### src/rtl/pcie_hcmd_cq_req_pkg.sv
// Shared definitions for the completion-queue request path: the FSM state
// encoding, the bit layout of a completion FIFO entry, the queue count and
// the circular tail-pointer step used by every queue.
package pcie_hcmd_cq_req_pkg;

    localparam int NUM_CQ     = 9;   // admin queue + eight I/O queues
    localparam int CQ_ENTRY_W = 79;

    // Completion FIFO entry layout
    localparam int QID_LSB    = 75;
    localparam int QID_W      = 4;
    localparam int SQID_LSB   = 71;
    localparam int SQID_W     = 4;
    localparam int SQHEAD_LSB = 63;
    localparam int SQHEAD_W   = 8;
    localparam int STATUS_LSB = 48;
    localparam int STATUS_W   = 15;
    localparam int CID_LSB    = 32;
    localparam int CID_W      = 16;
    localparam int SPEC_LSB   = 0;
    localparam int SPEC_W     = 32;

    localparam logic [QID_W-1:0] MAX_QID = QID_W'(NUM_CQ - 1);

    typedef enum logic [2:0] {
        S_IDLE,
        S_LOAD,
        S_CHECK,
        S_MWR_REQ,
        S_UPDATE
    } cq_state_e;

    // Queue depth is 0-based, so the pointer wraps after reaching 'size'.
    function automatic logic [7:0] next_ptr(input logic [7:0] ptr, input logic [7:0] size);
        return (ptr == size) ? 8'd0 : ptr + 8'd1;
    endfunction

endpackage

### src/rtl/pcie_cq_tail_ptr.sv
// Tail pointer and phase tag for one completion queue.
//   pcie_user_clk / pcie_user_rst_n : clock, async active-low reset
//   q_rst_n   : per-queue reset (sampled), clears tail and sets phase
//   inc       : advance tail by one entry (wraps at size, toggling phase)
//   size      : 0-based queue depth
//   tail      : current tail pointer
//   phase     : phase tag written into the next completion entry
//   next_tail : tail value after the next advance
module pcie_cq_tail_ptr
    import pcie_hcmd_cq_req_pkg::*;
(
    input  logic       pcie_user_clk,
    input  logic       pcie_user_rst_n,
    input  logic       q_rst_n,
    input  logic       inc,
    input  logic [7:0] size,
    output logic [7:0] tail,
    output logic       phase,
    output logic [7:0] next_tail
);

    assign next_tail = next_ptr(tail, size);

    // NOTE: non-blocking assignments keep every register updating from the
    // pre-edge values, so readers of tail/phase in the same edge see old data.
    always_ff @(posedge pcie_user_clk or negedge pcie_user_rst_n) begin
        if (!pcie_user_rst_n) begin
            tail  <= 8'd0;
            phase <= 1'b1;
        end else if (!q_rst_n) begin
            // Queue reset wins over an advance in the same cycle.
            tail  <= 8'd0;
            phase <= 1'b1;
        end else if (inc) begin
            tail <= next_tail;
            if (tail == size) phase <= ~phase;
        end
    end

endmodule

### src/rtl/pcie_hcmd_cq_req.sv
// Completion-queue request engine. Pops completion entries from a show-ahead
// FIFO, checks the target queue is live and not full, issues one memory
// write of the 16-byte completion entry to host memory, then advances that
// queue's tail and pulses cq_post_en for the interrupt block.
//   hcmd_cq_*        : completion FIFO (empty_n / rd_data / rd_en)
//   cq_rst_n/valid   : per-queue reset and enable, bit 0 = admin
//   *_cq_size        : 0-based queue depth
//   *_cq_bs_addr     : DW-aligned queue base address
//   *_cq_head_ptr    : host-written head (sampled live)
//   *_cq_tail_ptr    : current tail
//   tx_cq_mwr_*      : memory-write request/ack, address and DW0..DW3
//   cq_post_en/qid   : one-cycle entry-posted pulse and its queue
module pcie_hcmd_cq_req
    import pcie_hcmd_cq_req_pkg::*;
#(
    parameter int C_PCIE_ADDR_WIDTH = 48
) (
    input  logic                         pcie_user_clk,
    input  logic                         pcie_user_rst_n,
    input  logic                         hcmd_cq_empty_n,
    input  logic [78:0]                  hcmd_cq_rd_data,
    output logic                         hcmd_cq_rd_en,
    input  logic [8:0]                   cq_rst_n,
    input  logic [8:0]                   cq_valid,
    input  logic [7:0]                   admin_cq_size,
    input  logic [7:0]                   io_cq1_size,
    input  logic [7:0]                   io_cq2_size,
    input  logic [7:0]                   io_cq3_size,
    input  logic [7:0]                   io_cq4_size,
    input  logic [7:0]                   io_cq5_size,
    input  logic [7:0]                   io_cq6_size,
    input  logic [7:0]                   io_cq7_size,
    input  logic [7:0]                   io_cq8_size,
    input  logic [C_PCIE_ADDR_WIDTH-1:2] admin_cq_bs_addr,
    input  logic [C_PCIE_ADDR_WIDTH-1:2] io_cq1_bs_addr,
    input  logic [C_PCIE_ADDR_WIDTH-1:2] io_cq2_bs_addr,
    input  logic [C_PCIE_ADDR_WIDTH-1:2] io_cq3_bs_addr,
    input  logic [C_PCIE_ADDR_WIDTH-1:2] io_cq4_bs_addr,
    input  logic [C_PCIE_ADDR_WIDTH-1:2] io_cq5_bs_addr,
    input  logic [C_PCIE_ADDR_WIDTH-1:2] io_cq6_bs_addr,
    input  logic [C_PCIE_ADDR_WIDTH-1:2] io_cq7_bs_addr,
    input  logic [C_PCIE_ADDR_WIDTH-1:2] io_cq8_bs_addr,
    input  logic [7:0]                   admin_cq_head_ptr,
    input  logic [7:0]                   io_cq1_head_ptr,
    input  logic [7:0]                   io_cq2_head_ptr,
    input  logic [7:0]                   io_cq3_head_ptr,
    input  logic [7:0]                   io_cq4_head_ptr,
    input  logic [7:0]                   io_cq5_head_ptr,
    input  logic [7:0]                   io_cq6_head_ptr,
    input  logic [7:0]                   io_cq7_head_ptr,
    input  logic [7:0]                   io_cq8_head_ptr,
    output logic [7:0]                   admin_cq_tail_ptr,
    output logic [7:0]                   io_cq1_tail_ptr,
    output logic [7:0]                   io_cq2_tail_ptr,
    output logic [7:0]                   io_cq3_tail_ptr,
    output logic [7:0]                   io_cq4_tail_ptr,
    output logic [7:0]                   io_cq5_tail_ptr,
    output logic [7:0]                   io_cq6_tail_ptr,
    output logic [7:0]                   io_cq7_tail_ptr,
    output logic [7:0]                   io_cq8_tail_ptr,
    output logic                         tx_cq_mwr_req,
    output logic [C_PCIE_ADDR_WIDTH-1:2] tx_cq_mwr_addr,
    output logic [31:0]                  tx_cq_mwr_data0,
    output logic [31:0]                  tx_cq_mwr_data1,
    output logic [31:0]                  tx_cq_mwr_data2,
    output logic [31:0]                  tx_cq_mwr_data3,
    input  logic                         tx_cq_mwr_req_ack,
    output logic                         cq_post_en,
    output logic [3:0]                   cq_post_qid
);

    localparam int AW = C_PCIE_ADDR_WIDTH - 2;

    logic [7:0]                   cq_size      [NUM_CQ];
    logic [C_PCIE_ADDR_WIDTH-1:2] cq_bs_addr   [NUM_CQ];
    logic [7:0]                   cq_head      [NUM_CQ];
    logic [7:0]                   cq_tail      [NUM_CQ];
    logic [7:0]                   cq_next_tail [NUM_CQ];
    logic [NUM_CQ-1:0]            cq_phase;
    logic [NUM_CQ-1:0]            tail_inc;

    assign cq_size    = '{admin_cq_size, io_cq1_size, io_cq2_size, io_cq3_size, io_cq4_size,
                          io_cq5_size, io_cq6_size, io_cq7_size, io_cq8_size};
    assign cq_bs_addr = '{admin_cq_bs_addr, io_cq1_bs_addr, io_cq2_bs_addr, io_cq3_bs_addr,
                          io_cq4_bs_addr, io_cq5_bs_addr, io_cq6_bs_addr, io_cq7_bs_addr,
                          io_cq8_bs_addr};
    assign cq_head    = '{admin_cq_head_ptr, io_cq1_head_ptr, io_cq2_head_ptr, io_cq3_head_ptr,
                          io_cq4_head_ptr, io_cq5_head_ptr, io_cq6_head_ptr, io_cq7_head_ptr,
                          io_cq8_head_ptr};

    assign admin_cq_tail_ptr = cq_tail[0];
    assign io_cq1_tail_ptr   = cq_tail[1];
    assign io_cq2_tail_ptr   = cq_tail[2];
    assign io_cq3_tail_ptr   = cq_tail[3];
    assign io_cq4_tail_ptr   = cq_tail[4];
    assign io_cq5_tail_ptr   = cq_tail[5];
    assign io_cq6_tail_ptr   = cq_tail[6];
    assign io_cq7_tail_ptr   = cq_tail[7];
    assign io_cq8_tail_ptr   = cq_tail[8];

    cq_state_e             state, next_state;
    logic [CQ_ENTRY_W-1:0] entry_q;
    logic                  qrst_seen;   // queue reset observed while a write is in flight

    logic [QID_W-1:0]             cur_qid, qsel;
    logic [C_PCIE_ADDR_WIDTH-1:2] mwr_addr_next;
    logic                         q_full, q_live;

    assign cur_qid = entry_q[QID_LSB +: QID_W];
    // Out-of-range qids never get past LOAD; clamp so the muxes stay in range.
    assign qsel    = (cur_qid > MAX_QID) ? '0 : cur_qid;

    // Head, tail and phase are selected live from the queue state, so a host
    // head update releases a stalled entry on the very next CHECK cycle.
    assign q_full        = (cq_next_tail[qsel] == cq_head[qsel]);
    assign q_live        = cq_valid[qsel] & cq_rst_n[qsel];
    assign mwr_addr_next = cq_bs_addr[qsel] + AW'({cq_tail[qsel], 2'b00});

    for (genvar i = 0; i < NUM_CQ; i++) begin : g_cq
        // A queue reset during the handshake must leave the queue at tail 0,
        // so the advance is suppressed for that entry.
        assign tail_inc[i] = (state == S_UPDATE) && (qsel == QID_W'(i)) && !qrst_seen;

        pcie_cq_tail_ptr u_tail_ptr (
            .pcie_user_clk   (pcie_user_clk),
            .pcie_user_rst_n (pcie_user_rst_n),
            .q_rst_n         (cq_rst_n[i]),
            .inc             (tail_inc[i]),
            .size            (cq_size[i]),
            .tail            (cq_tail[i]),
            .phase           (cq_phase[i]),
            .next_tail       (cq_next_tail[i])
        );
    end

    always_ff @(posedge pcie_user_clk or negedge pcie_user_rst_n) begin
        if (!pcie_user_rst_n) state <= S_IDLE;
        else                  state <= next_state;
    end

    // NOTE: next_state gets its default before the case so no path through
    // this block leaves it unassigned, which would infer a latch.
    always_comb begin
        next_state = state;
        case (state)
            S_IDLE:    if (hcmd_cq_empty_n) next_state = S_LOAD;
            S_LOAD:    next_state = (cur_qid > MAX_QID) ? S_IDLE : S_CHECK;
            S_CHECK: begin
                if (!q_live)     next_state = S_IDLE;
                else if (!q_full) next_state = S_MWR_REQ;
            end
            S_MWR_REQ: if (tx_cq_mwr_req_ack) next_state = S_UPDATE;
            S_UPDATE:  next_state = S_IDLE;
            default:   next_state = S_IDLE;
        endcase
    end

    always_ff @(posedge pcie_user_clk or negedge pcie_user_rst_n) begin
        if (!pcie_user_rst_n) begin
            hcmd_cq_rd_en   <= 1'b0;
            entry_q         <= '0;
            qrst_seen       <= 1'b0;
            tx_cq_mwr_req   <= 1'b0;
            tx_cq_mwr_addr  <= '0;
            tx_cq_mwr_data0 <= '0;
            tx_cq_mwr_data1 <= '0;
            tx_cq_mwr_data2 <= '0;
            tx_cq_mwr_data3 <= '0;
            cq_post_en      <= 1'b0;
            cq_post_qid     <= '0;
        end else begin
            hcmd_cq_rd_en <= 1'b0;
            cq_post_en    <= 1'b0;
            case (state)
                S_IDLE: begin
                    // Show-ahead FIFO: the head entry is valid now and is
                    // popped by the one-cycle rd_en at the next edge.
                    if (hcmd_cq_empty_n) begin
                        hcmd_cq_rd_en <= 1'b1;
                        entry_q       <= hcmd_cq_rd_data;
                    end
                end
                S_CHECK: begin
                    if (next_state == S_MWR_REQ) begin
                        tx_cq_mwr_req   <= 1'b1;
                        tx_cq_mwr_addr  <= mwr_addr_next;
                        tx_cq_mwr_data0 <= entry_q[SPEC_LSB +: SPEC_W];
                        tx_cq_mwr_data1 <= 32'd0;
                        tx_cq_mwr_data2 <= {12'd0, entry_q[SQID_LSB +: SQID_W],
                                            8'd0, entry_q[SQHEAD_LSB +: SQHEAD_W]};
                        tx_cq_mwr_data3 <= {entry_q[STATUS_LSB +: STATUS_W], cq_phase[qsel],
                                            entry_q[CID_LSB +: CID_W]};
                    end
                end
                S_MWR_REQ: begin
                    if (!cq_rst_n[qsel])   qrst_seen     <= 1'b1;
                    if (tx_cq_mwr_req_ack) tx_cq_mwr_req <= 1'b0;
                end
                S_UPDATE: begin
                    qrst_seen   <= 1'b0;
                    cq_post_en  <= 1'b1;
                    cq_post_qid <= cur_qid;
                end
                default: ;
            endcase
        end
    end

endmodule
### config.mk
export PLATFORM = sky130hd
export DESIGN_NAME = pcie_hcmd_cq_req
export DESIGN_NICKNAME = d
export VERILOG_FILES = /design/src/rtl/pcie_hcmd_cq_req_pkg.sv /design/src/rtl/pcie_cq_tail_ptr.sv /design/src/rtl/pcie_hcmd_cq_req.sv
export SDC_FILE = /design/constraint.sdc
export NUM_CORES = 1
export LEC_CHECK = 0
export ABC_AREA = 1
export CORE_AREA = 5 5 350 352
export CTS_CLUSTER_SIZE = 14
export DETAILED_ROUTE_END_ITERATION = 16
export DIE_AREA = 0 0 355 357
export HOLD_SLACK_MARGIN = 0.05
export PLACE_DENSITY_LB_ADDON = 0.25
export SYNTH_ARGS = -nofsm -noshare
export SYNTH_HDL_FRONTEND = slang
export SYNTH_SLANG_ARGS = --single-unit
### constraint.sdc
create_clock -name pcie_user_clk -period 5.3 [get_ports pcie_user_clk]
set_input_delay 1.06 -clock pcie_user_clk [delete_from_list [all_inputs] [get_ports pcie_user_clk]]
set_output_delay 1.06 -clock pcie_user_clk [all_outputs]
set_load 0.01 [all_outputs]
# After elaboration in Yosys (flattened, before gate mapping)
# Cells that the tools add are included.
# W data, S select, Z words.
# totals
ff_bits	293
latchBits	0
ram_bits	0
rom_bits	0
in_bits	659
output_inout_bits	253
wordCells	220
memories	0
# op_classes
addsub	10
mul	0
div	0
n_lt_le_gt_ge	3
n_eq_ne	44
shift	0
mux	87
bitwise_logic	11
n_reduce_logical	36
# op_table
op	n
$mux W8	33
$bmux W46 S4	1
$bmux W8 S4	3
$mux W46	2
$eq A8 B8 Y1	10
$add A8 B1 Y8 const B	9
$add A46 B10 Y46	1
$mux W1	36
$ne A2 B1 Y1 const B	18
$reduce_and A2 Y1	12
$logic_and A1 B1 Y1	18
$eq A4 B3 Y1 const B	4
$bmux W1 S4	3
$mux W3	4
$pmux W3 S4	1
$eq A3 B2 Y1 const B	3
$not A1 Y1	9
$eq A4 B2 Y1 const B	2
$ne A2 B2 Y1 const B	3
$ge A5 B5 Y1 const B	1
$lt A4 B5 Y1 const B	1
$not A4 Y5	1
$eq A4 B1 Y1 const B	1
$eq A4 B4 Y1 const B	1
other kinds (12)	14

# Logic depth before layout (Yosys ltp)
# Gate-level depths: netlist of run 1.
# logic_depth
ltp_word	13
ltp_mapped	29
ltp_nobuf	25

# Hierarchy
# From an unflattened synthesis of run 1, not the netlist that was laid out.
# hier_totals
cells_unflattened	3491
area_unflattened_um2	22250.1
# by_module_without_submodules
module	instances	cells_each	area_each_um2	seq_area_each_um2
pcie_hcmd_cq_req	1	2519	15776.4	5305.1
pcie_cq_tail_ptr at g_cq[0].u_tail_ptr ...	8	108	718.2	226.5
pcie_cq_tail_ptr at g_cq[6].u_tail_ptr	1	108	728.2	226.5

# Least setup slack after synthesis of run 1
# OpenSTA, ideal clock, no wires.
# synth_timing
kind	register -> register
from	register entry_q[76]
to	register tx_cq_mwr_addr[26] (netlist bit)
setup_ns	0.117
arrival_time_ns	4.301
required_time_ns	5.183
setup_slack_ns	0.882
path_stages_with_launch	26
path_buffers	4
synth_period_minus_slack_ns	4.418
cell_sequence	dfrtp_1 nor2_1 nand2_1 inv_1 buf_2 buf_1 clkbuf_1 clkbuf_1 nand2_1 o311ai_0 ha_1 inv_1 fa_1 o21ai_1 a21oi_1 o21ai_0 nand3_1 nor2_4 nand2_2 nor2_4 nand2_2 nor2_2 xor2_1 inv_1 nand3_1 nand2_1
# synth_between
elab_chain_len	12
word_cells_on_any_way	28
cone_classes	add/sub: 1; order compare: 1; eq/ne: 2; mux: 21; bitwise: 2; reduce/logical: 1
# synth_rtl
item	line	rtl
from (decl)	pcie_hcmd_cq_req.sv:102	logic [CQ_ENTRY_W-1:0] entry_q;
from (signal assigned)	pcie_hcmd_cq_req.sv:180	entry_q <= hcmd_cq_rd_data;
$gt A4 B4 Y1	pcie_hcmd_cq_req.sv:111, pcie_hcmd_cq_req.sv:147	
$mux W4	pcie_hcmd_cq_req.sv:111	assign qsel = (cur_qid > MAX_QID) ? '0 : cur_qid;
$not A4 Y5 (implied by the code)	pcie_hcmd_cq_req.sv:115, pcie_hcmd_cq_req.sv:117	
$bmux W8 S4	pcie_hcmd_cq_req.sv:115	assign q_full = (cq_next_tail[qsel] == cq_head[qsel]);
$mux W8 (implied by the code) (2 in a row)	pcie_hcmd_cq_req.sv:115	
$eq A8 B8 Y1	pcie_hcmd_cq_req.sv:115	
$mux W3	pcie_hcmd_cq_req.sv:150	else if (!q_full) next_state = S_MWR_REQ;
$mux W3	pcie_hcmd_cq_req.sv:149	if (!q_live) next_state = S_IDLE;
$pmux W3 S4	pcie_hcmd_cq_req.sv:145	case (state)
$eq A3 B2 Y1	pcie_hcmd_cq_req.sv:184	if (next_state == S_MWR_REQ) begin
$reduce_and A2 Y1 (no source line)	--	
to (signal assigned)	pcie_hcmd_cq_req.sv:186	tx_cq_mwr_addr <= mwr_addr_next;
to (decl)	pcie_hcmd_cq_req.sv:62	output logic [C_PCIE_ADDR_WIDTH-1:2] tx_cq_mwr_addr,
# Parallel ways exist; a longest one is shown, timed or not. The select of a mux whose other input is x is not followed.
# A chain may end at the register's enable or synchronous reset.

# Worst setup path in the final report of run 1
# layout_timing
from	register entry_q[75]
to	register tx_cq_mwr_addr[37] (netlist bit)
# Same word-level chain as after synthesis.

==> results of run 1 <==
==> state kept, by name, summed over array words and instances, names as in the netlist <==
| register | flops |
|---|---|
| qrst_seen | 1 |
| tx_cq_mwr_addr | 46 |
| tx_cq_mwr_data0 | 32 |
| entry_q | 79 |
| tx_cq_mwr_data2 | 12 |
| g_cq.u_tail_ptr.phase | 9 |
| state | 3 |
| cq_post_qid | 4 |
| cq_post_en | 1 |
| tx_cq_mwr_req | 1 |
| hcmd_cq_rd_en | 1 |
| g_cq.u_tail_ptr.tail | 72 |
| tx_cq_mwr_data3 | 32 |
==> metal layers <==
layer | global-route usage, % | share of wire [%] | vias to the layer above
met3 | 4.45 | 6.9 | 162
li1 | - | - | 11462
met4 | 5.68 | 3.0 | 12
met5 | 0 | 0.065 | -
met1 | 24.9 | 40 | 11736
met2 | 37.2 | 50 | 959
==> power by group through the flow <==
stage | combinational (mW) | clock (mW) | sequential, mW
2_1_floorplan | 4.94 | 0 | 3.46
3_3_place_gp | 10.7 | 0 | 3.38
3_5_place_dp | 10.7 | 0 | 3.39
4_1_cts | 10.7 | 2.82 | 3.36
5_1_grt | 11.3 | 2.89 | 3.44
6_report | 10.5 | 2.73 | 3.35
==> cells in the final DEF, fill, tap and decap left out, types with 11 or more instances in the layout <==
cell type | synthesis | final
clkbuf_16 | 0 | 39
buf_4 | 81 | 62
a22oi_1 | 12 | 12
a31oi_1 | 19 | 19
diode_2 | 0 | 12
clkbuf_1 | 45 | 11
nand3_1 | 237 | 236
o21ai_1 | 24 | 25
nand4_1 | 34 | 34
a22o_1 | 14 | 14
nor3_1 | 15 | 15
ha_1 | 17 | 17
conb_1 | 1 | 52
a21oi_1 | 46 | 46
dfrtp_1 | 284 | 284
nor2_1 | 274 | 274
o21ai_0 | 87 | 86
nand2_1 | 1118 | 1115
o22ai_1 | 188 | 187
xor2_1 | 47 | 47
xnor2_1 | 65 | 65
clkdlybuf4s50_1 | 0 | 858
inv_1 | 247 | 244
==> repair_timing <==
item / in CTS / in global routing
setup buffers: 0 / 0
resized for setup: 0 / 1
endpoints found under the setup margin: 0 / 3
==> stage by stage <==
stage	total power [mW]	std cells	instance area, um^2
after floorplan	8.40	3091	20600
after global placement	14.1	5367	30700
after detailed placement	14.1	5367	30700
after CTS	16.9	5438	32000
after global routing	17.7	5446	32000
final	16.5	5450	32000
==> cell families after synthesis <==
kind of cell	synth area share [%]
XOR/XNOR	4.80
flip-flops	35.9
AND/OR/NAND/NOR	34.3
adder cells (fa/ha/maj)	1.14
buffers and inverters	10.6
AO/OA/AOI/OAI	13.2
other	0.0184
==> final timing paths <==
path | slack (ns) | depth (start not counted) | from | endpoint
min in group asynchronous | 0.53 | 1 | pcie_user_rst_n | tx_cq_mwr_data0[23]
worst min register to register | 0.47 | 2 | tx_cq_mwr_data3[19] | tx_cq_mwr_data3[19]
worst max-delay path | 0.31 | 20 | entry_q[75] | tx_cq_mwr_addr[37]
max in group asynchronous | 3.67 | 2 | pcie_user_rst_n | tx_cq_mwr_data2[7]
worst max register to register | 0.31 | 20 | entry_q[75] | tx_cq_mwr_addr[37]
worst min-delay path | 0.47 | 2 | tx_cq_mwr_data3[19] | tx_cq_mwr_data3[19]
==> final cells by class <==
| cell class | instances | share of cell area, % |
|---|---|---|
| Timing Repair Buffer | 931 | 28.9 |
| Antenna cell | 12 | 0.0938 |
| Clock inverter | 11 | 0.480 |
| Tap cell | 1548 | 6.05 |
| Multi-Input combinational cell | 2340 | 34.9 |
| Sequential cell | 293 | 22.9 |
| Inverter | 255 | 2.99 |
| Clock buffer | 60 | 3.61 |
==> critical path, stage by stage (launching register included) <==
cell and delay, ns:
dfrtp_1 0.43, inv_1 0.14, nor2_1 0.33, nand2_4 0.45
o22ai_1 0.84, o31ai_1 0.20, ha_1 0.40, nand2_1 0.10
o21ai_0 0.24, o21bai_1 0.15, buf_4 0.15, a21oi_1 0.06
nor2_1 0.37, nand3_2 0.14, nor2_2 0.23, nand2_1 0.15
nor2_1 0.14, xnor2_1 0.14, inv_1 0.05, nand3_1 0.07
nand2_1 0.05
==> impl_metrics.py, run 1 <==
metrics = {
    "pwr": {
        "pwr-share-clk_pct": 16.5,
        "p_switching_mw": 8.64,
        "vdd_drop_max_mv": 0.224,
        "p_leak_nw": 14.3,
        "switching_share_pct": 52.3,
        "power_frac_comb_pct": 63.2,
        "pwr-share-seq_pct": 20.3,
        "intPower_mw": 7.89,
        "power.density_nw_per_um2": 516,
    },
    "final_layout": {
        "drive_above_1_share_pct": 4.96,
        "fin_nets": 4537,
        "seqCellArea_um2": 7340,
        "postLayoutCoreUtil_pct": 26.9,
        "fill_cells": 13297,
        "multi_input_area_um2": 11200,
        "area_growth_pct": 56.8,
    },
    "detailed_routing": {
        "drtAntennaViolNets": 0,
        "drcViolationCount": 0,
        "drt_first_pass_iters": 6,
        "dr.first_iter.drc_count": 1985,
        "viasPerCell": 4.46,
        "vias": 24331,
        "wl_um": 138000,
        "routedWlPerCell_um": 25.2,
    },
    "timing": {
        "slew_headroom_pct": 18.3,
        "worst_pin_slew_ns": 1.21,
        "finalSetupViolations": 0,
        "report.final.slew_viol_count": 0,
        "fin_setup_tns_ns": 0,
        "fmax_mhz": 201,
        "skew_ns": 0.0315,
        "fin_crit_sh_pct": 94.1,
        "finalHoldViolCount": 0,
        "whs_ns": 0.468,
        "rsz0062_at_grt": "false",
        "fin_ws_ns": 0.313,
        "period_needed_ns": 4.99,
    },
    "setup_path": {
        "setup.worst_path.class": "register to register",
        "critPathLaunchType": "register",
        "cp.arrival_ns": 5.47,
        "end_kind": "register",
        "critical_path.max_fanout": 36,
        "crit_required_ns": 5.78,
    },
    "cts": {
        "cts_root_buffer": "clkbuf_16",
        "cts_max_level": 2,
        "cts_made_buffers": 39,
        "holdBufCountCts": 0,
        "cts_tree": "done",
        "cts_buffer_depth": 3,
        "clock-sinks": 293,
        "clk_latency_ns": 0.59,
        "clkSlewWorstSetupHoldPaths_ns": 0.06,
    },
    "floorplanning": {
        "fp.coreArea_um2": 119000,
        "start_util_pct": 17.2,
        "rows": 127,
        "io_pins": 912,
        "die_area_um2": 127000,
        "die_w_um": 355,
        "die_y_um": 357,
    },
    "synth": {
        "ys_seq_area_share_pct": 35.9,
        "synthFlopType": "dfrtp_1",
        "netlist_area_um2": 20400,
        "synth_edf_count": 0,
        "synth_area_leaders": "dfrtp_1, nand2_1, nand3_1",
        "async_reset_ff_share_pct": 100,
        "yosysTopAreaCellShare_pct": 34.8,
        "synthTopCellsByCount": "nand2_1, dfrtp_1, nor2_1",
        "synth_area_per_cell_um2": 6.72,
        "ys_seq_elements": 293,
        "synth_cell_types": 54,
        "synth_top_area_cell": "dfrtp_1",
        "syn_inst": 3040,
        "synth_most_common_cell": "nand2_1",
        "yosys_warnings": 0,
    },
    "place": {
        "place.detailed.hpwl_um": 111000,
        "routabilityCongestion": 0.889,
        "dp_slack_ns": 0.168,
        "io_buffers": 859,
    },
    "global_routing": {
        "grt_pass1_vias": 24715,
        "grt_start_max_net_pins": 108,
        "overflow": 0,
        "grt_antenna_before_repair": 28,
        "grt.total_usage_pct": 20.7,
        "grt_pass1_wl_um": 188000,
    },
    "run": {
        "maxCapViolations": 0,
    },
    "worst_hold_path": {
        "hold_class": "register to register",
    },
    "run_status": {
        "run_status": "finished clean",
    },
}
(Power assumes the default switching activity.)
==> inputs of run 2 (changes only) <==
--- a/config.mk
+++ b/config.mk
@@ -6,12 +6,15 @@
 export NUM_CORES = 1
 export LEC_CHECK = 0
 export ABC_AREA = 1
-export CORE_AREA = 5 5 350 352
+export CELL_PAD_IN_SITES_DETAIL_PLACEMENT = 1
+export CELL_PAD_IN_SITES_GLOBAL_PLACEMENT = 2
+export CORE_AREA = 5 5 349 351
 export CTS_CLUSTER_SIZE = 14
 export DETAILED_ROUTE_END_ITERATION = 16
-export DIE_AREA = 0 0 355 357
+export DIE_AREA = 0 0 354 356
 export HOLD_SLACK_MARGIN = 0.05
 export PLACE_DENSITY_LB_ADDON = 0.25
+export RECOVER_POWER = 50
 export SYNTH_ARGS = -nofsm -noshare
 export SYNTH_HDL_FRONTEND = slang
 export SYNTH_SLANG_ARGS = --single-unit
==> impl_metrics.py, run 2 (synthesized netlist as in run 1, its figures left out) <==
metrics = {
    "run_status": {
        "run_status": "finished, violations left",
        "violations": "capacitance limit, slew limit",
    },
    "pwr": {
        "pwr-share-seq_pct": 20.5,
        "power_mw": 16.4,
        "p_switching_mw": 8.27,
        "intPower_mw": 8.13,
        "pwr-share-clk_pct": 18.5,
        "power.density_nw_per_um2": 512,
        "p_leak_nw": 14.4,
        "power_frac_comb_pct": 60.9,
        "vdd_drop_max_mv": 0.282,
        "switching_share_pct": 50.4,
    },
    "floorplanning": {
        "io_pins": 912,
        "die_area_um2": 126000,
        "fp.coreArea_um2": 119000,
        "die_y_um": 356,
        "rows": 127,
        "start_util_pct": 17.2,
        "die_w_um": 354,
    },
    "final_layout": {
        "top_register": "entry_q",
        "drive_above_1_share_pct": 4.89,
        "final_common_cell": "nand2_1",
        "fill_cells": 14371,
        "area_growth_pct": 57.0,
        "fin_nets": 4529,
        "largest_reg_flops": 79,
        "multi_input_area_um2": 11200,
        "seqCellArea_um2": 7340,
        "most-common-layout-cells": "nand2_1, clkdlybuf4s50_1, dfrtp_1",
        "design_area_um2": 32100,
        "top_regs": "entry_q (79), g_cq.u_tail_ptr.tail (72), tx_cq_mwr_addr (46)",
    },
    "timing": {
        "fin_crit_sh_pct": 94.8,
        "slew_headroom_pct": -104,
        "fmax_mhz": 199,
        "worst_pin_slew_ns": 3.06,
        "report.final.slew_viol_count": 142,
        "finalSetupViolations": 0,
        "skew_ns": 0.0278,
        "period_needed_ns": 5.03,
        "fin_ws_ns": 0.274,
        "finalHoldViolCount": 0,
    },
    "setup_path": {
        "critical_path.max_fanout": 16,
        "critPathLaunchType": "register",
        "cp.arrival_ns": 5.49,
        "crit_required_ns": 5.76,
        "end_kind": "register",
        "setup.worst_path.class": "register to register",
    },
    "cts": {
        "clock-sinks": 293,
        "cts_buffer_depth": 3,
        "holdBufCountCts": 0,
        "cts_root_buffer": "clkbuf_16",
        "clk_latency_ns": 0.58,
        "cts_max_level": 2,
        "cts_tree": "done",
        "clkSlewWorstSetupHoldPaths_ns": 0.06,
        "cts_made_buffers": 40,
    },
    "place": {
        "postPlaceCellArea_um2": 30600,
        "io_buffers": 859,
        "routabilityCongestion": 0.839,
        "dp_slack_ns": 0.0839,
        "place.detailed.hpwl_um": 111000,
    },
    "global_routing": {
        "grt_antenna_before_repair": 31,
        "overflow": 0,
        "grt_start_max_net_pins": 123,
        "grt_pass1_wl_um": 194000,
        "grt.total_usage_pct": 21.1,
        "grt_pass1_vias": 25658,
    },
    "detailed_routing": {
        "routedWlPerCell_um": 25.7,
        "dr.first_iter.drc_count": 1257,
        "viasPerCell": 4.41,
        "drtAntennaViolNets": 0,
        "drt_first_pass_iters": 5,
        "wl_um": 140000,
        "drcViolationCount": 0,
        "vias": 24035,
    },
    "worst_hold_path": {
        "hold_class": "register to register",
    },
    "run": {
        "maxCapViolations": 2,
    },
}
-- run 2: cell types whose count changed in the layout (fill, tap and decap cells not counted), moves of 2 or more --
cell / before / now
clkbuf_16: 39 / 41
dlygate4sd3_1: 0 / 8
bufinv_16: 1 / 7
diode_2: 12 / 14
clkinv_2: 5 / 12
buf_12: 10 / 7
clkdlybuf4s50_1: 858 / 850
clkbuf_2: 0 / 2
buf_4: 62 / 51
clkbuf_1: 11 / 6
inv_2: 10 / 8
clkbuf_8: 10 / 7
-- run 2: power by group through the flow --
stage | clock network, mW | registers, mW | logic, mW
floorplan | 0 | 3.46 | 4.94
global placement | 0 | 3.40 | 10.2
detailed placement | 0 | 3.41 | 10.3
CTS | 3.16 | 3.38 | 10.3
global route | 3.23 | 3.46 | 10.9
finish | 3.04 | 3.36 | 10.0
-- run 2: area by class of cell --
class                           instances  area share, %
Clock inverter                         22           1.03
Multi-Input combinational cell       2341           34.9
Antenna cell                           14          0.109
Clock buffer                           52           3.55
Timing Repair Buffer                  921           28.5
Sequential cell                       293           22.9
Inverter                              255           2.99
Tap cell                             1548           6.04
-- run 2: metal layers --
layer | GRT usage, % | vias up | wire length [um]
li1 | - | 11467 | -
met1 | 24.6 | 11679 | 57100
met2 | 38.9 | 732 | 71300
met3 | 4.20 | 151 | 6970
met4 | 6.69 | 6 | 4480
met5 | 0 | - | 51
-- run 2: worst paths after layout --
| path | start | to | slack [ns] | depth (start not counted) |
|---|---|---|---|---|
| min in group asynchronous | pcie_user_rst_n | tx_cq_mwr_data0[10] | 1.45 | 1 |
| max in group asynchronous | pcie_user_rst_n | g_cq[3].u_tail_ptr.tail[4] | 0.94 | 2 |
| max reg2reg | entry_q[78] | tx_cq_mwr_addr[37] | 0.27 | 22 |
| max | entry_q[78] | tx_cq_mwr_addr[37] | 0.27 | 22 |
| min reg2reg | tx_cq_mwr_data2[17] | tx_cq_mwr_data2[17] | 0.47 | 2 |
| min | tx_cq_mwr_data2[17] | tx_cq_mwr_data2[17] | 0.47 | 2 |
-- run 2: repair_timing --
item,4_1_cts,5_1_grt
resized for setup,0,2
setup buffers,0,0
endpoints found under the setup margin,0,1
-- run 2: worst max-delay path, stage by stage, from the launching register on --
cell and delay, ns:
dfrtp_1 0.41, inv_2 0.20, o21ai_4 0.15, clkinv_2 0.22, buf_4 0.30, o22ai_1 0.13, o311ai_0 0.91, buf_4 0.25
ha_1 0.25, nand2_1 0.12, o21ai_0 0.33, o21bai_1 0.24, a21oi_1 0.11, nor2_1 0.12, buf_4 0.16, nand3_2 0.11
nor2_2 0.26, nand2_1 0.16, nor2_1 0.14, xnor2_1 0.13, inv_1 0.06, nand3_1 0.08, nand2_1 0.07
-- run 2: metrics by stage --
step                std cells  hold slack [ns]  utilization, %  setup TNS (ns)
detailed placement       5357            0.457            25.8               0
global route             5442            0.482            27.0         -0.0110
global placement         5357            0.454            25.8               0
finish                   5446            0.466            27.0               0
CTS                      5431            0.472            27.0               0
floorplan                3091            0.450               -               0
==> inputs of run 3 (changes only) <==
--- a/config.mk
+++ b/config.mk
@@ -18,3 +18,4 @@
 export SYNTH_ARGS = -nofsm -noshare
 export SYNTH_HDL_FRONTEND = slang
 export SYNTH_SLANG_ARGS = --single-unit
+export TNS_END_PERCENT = 30
==> results of run 3 <==
Final layout, timing and power as in run 2 (identical DEF).
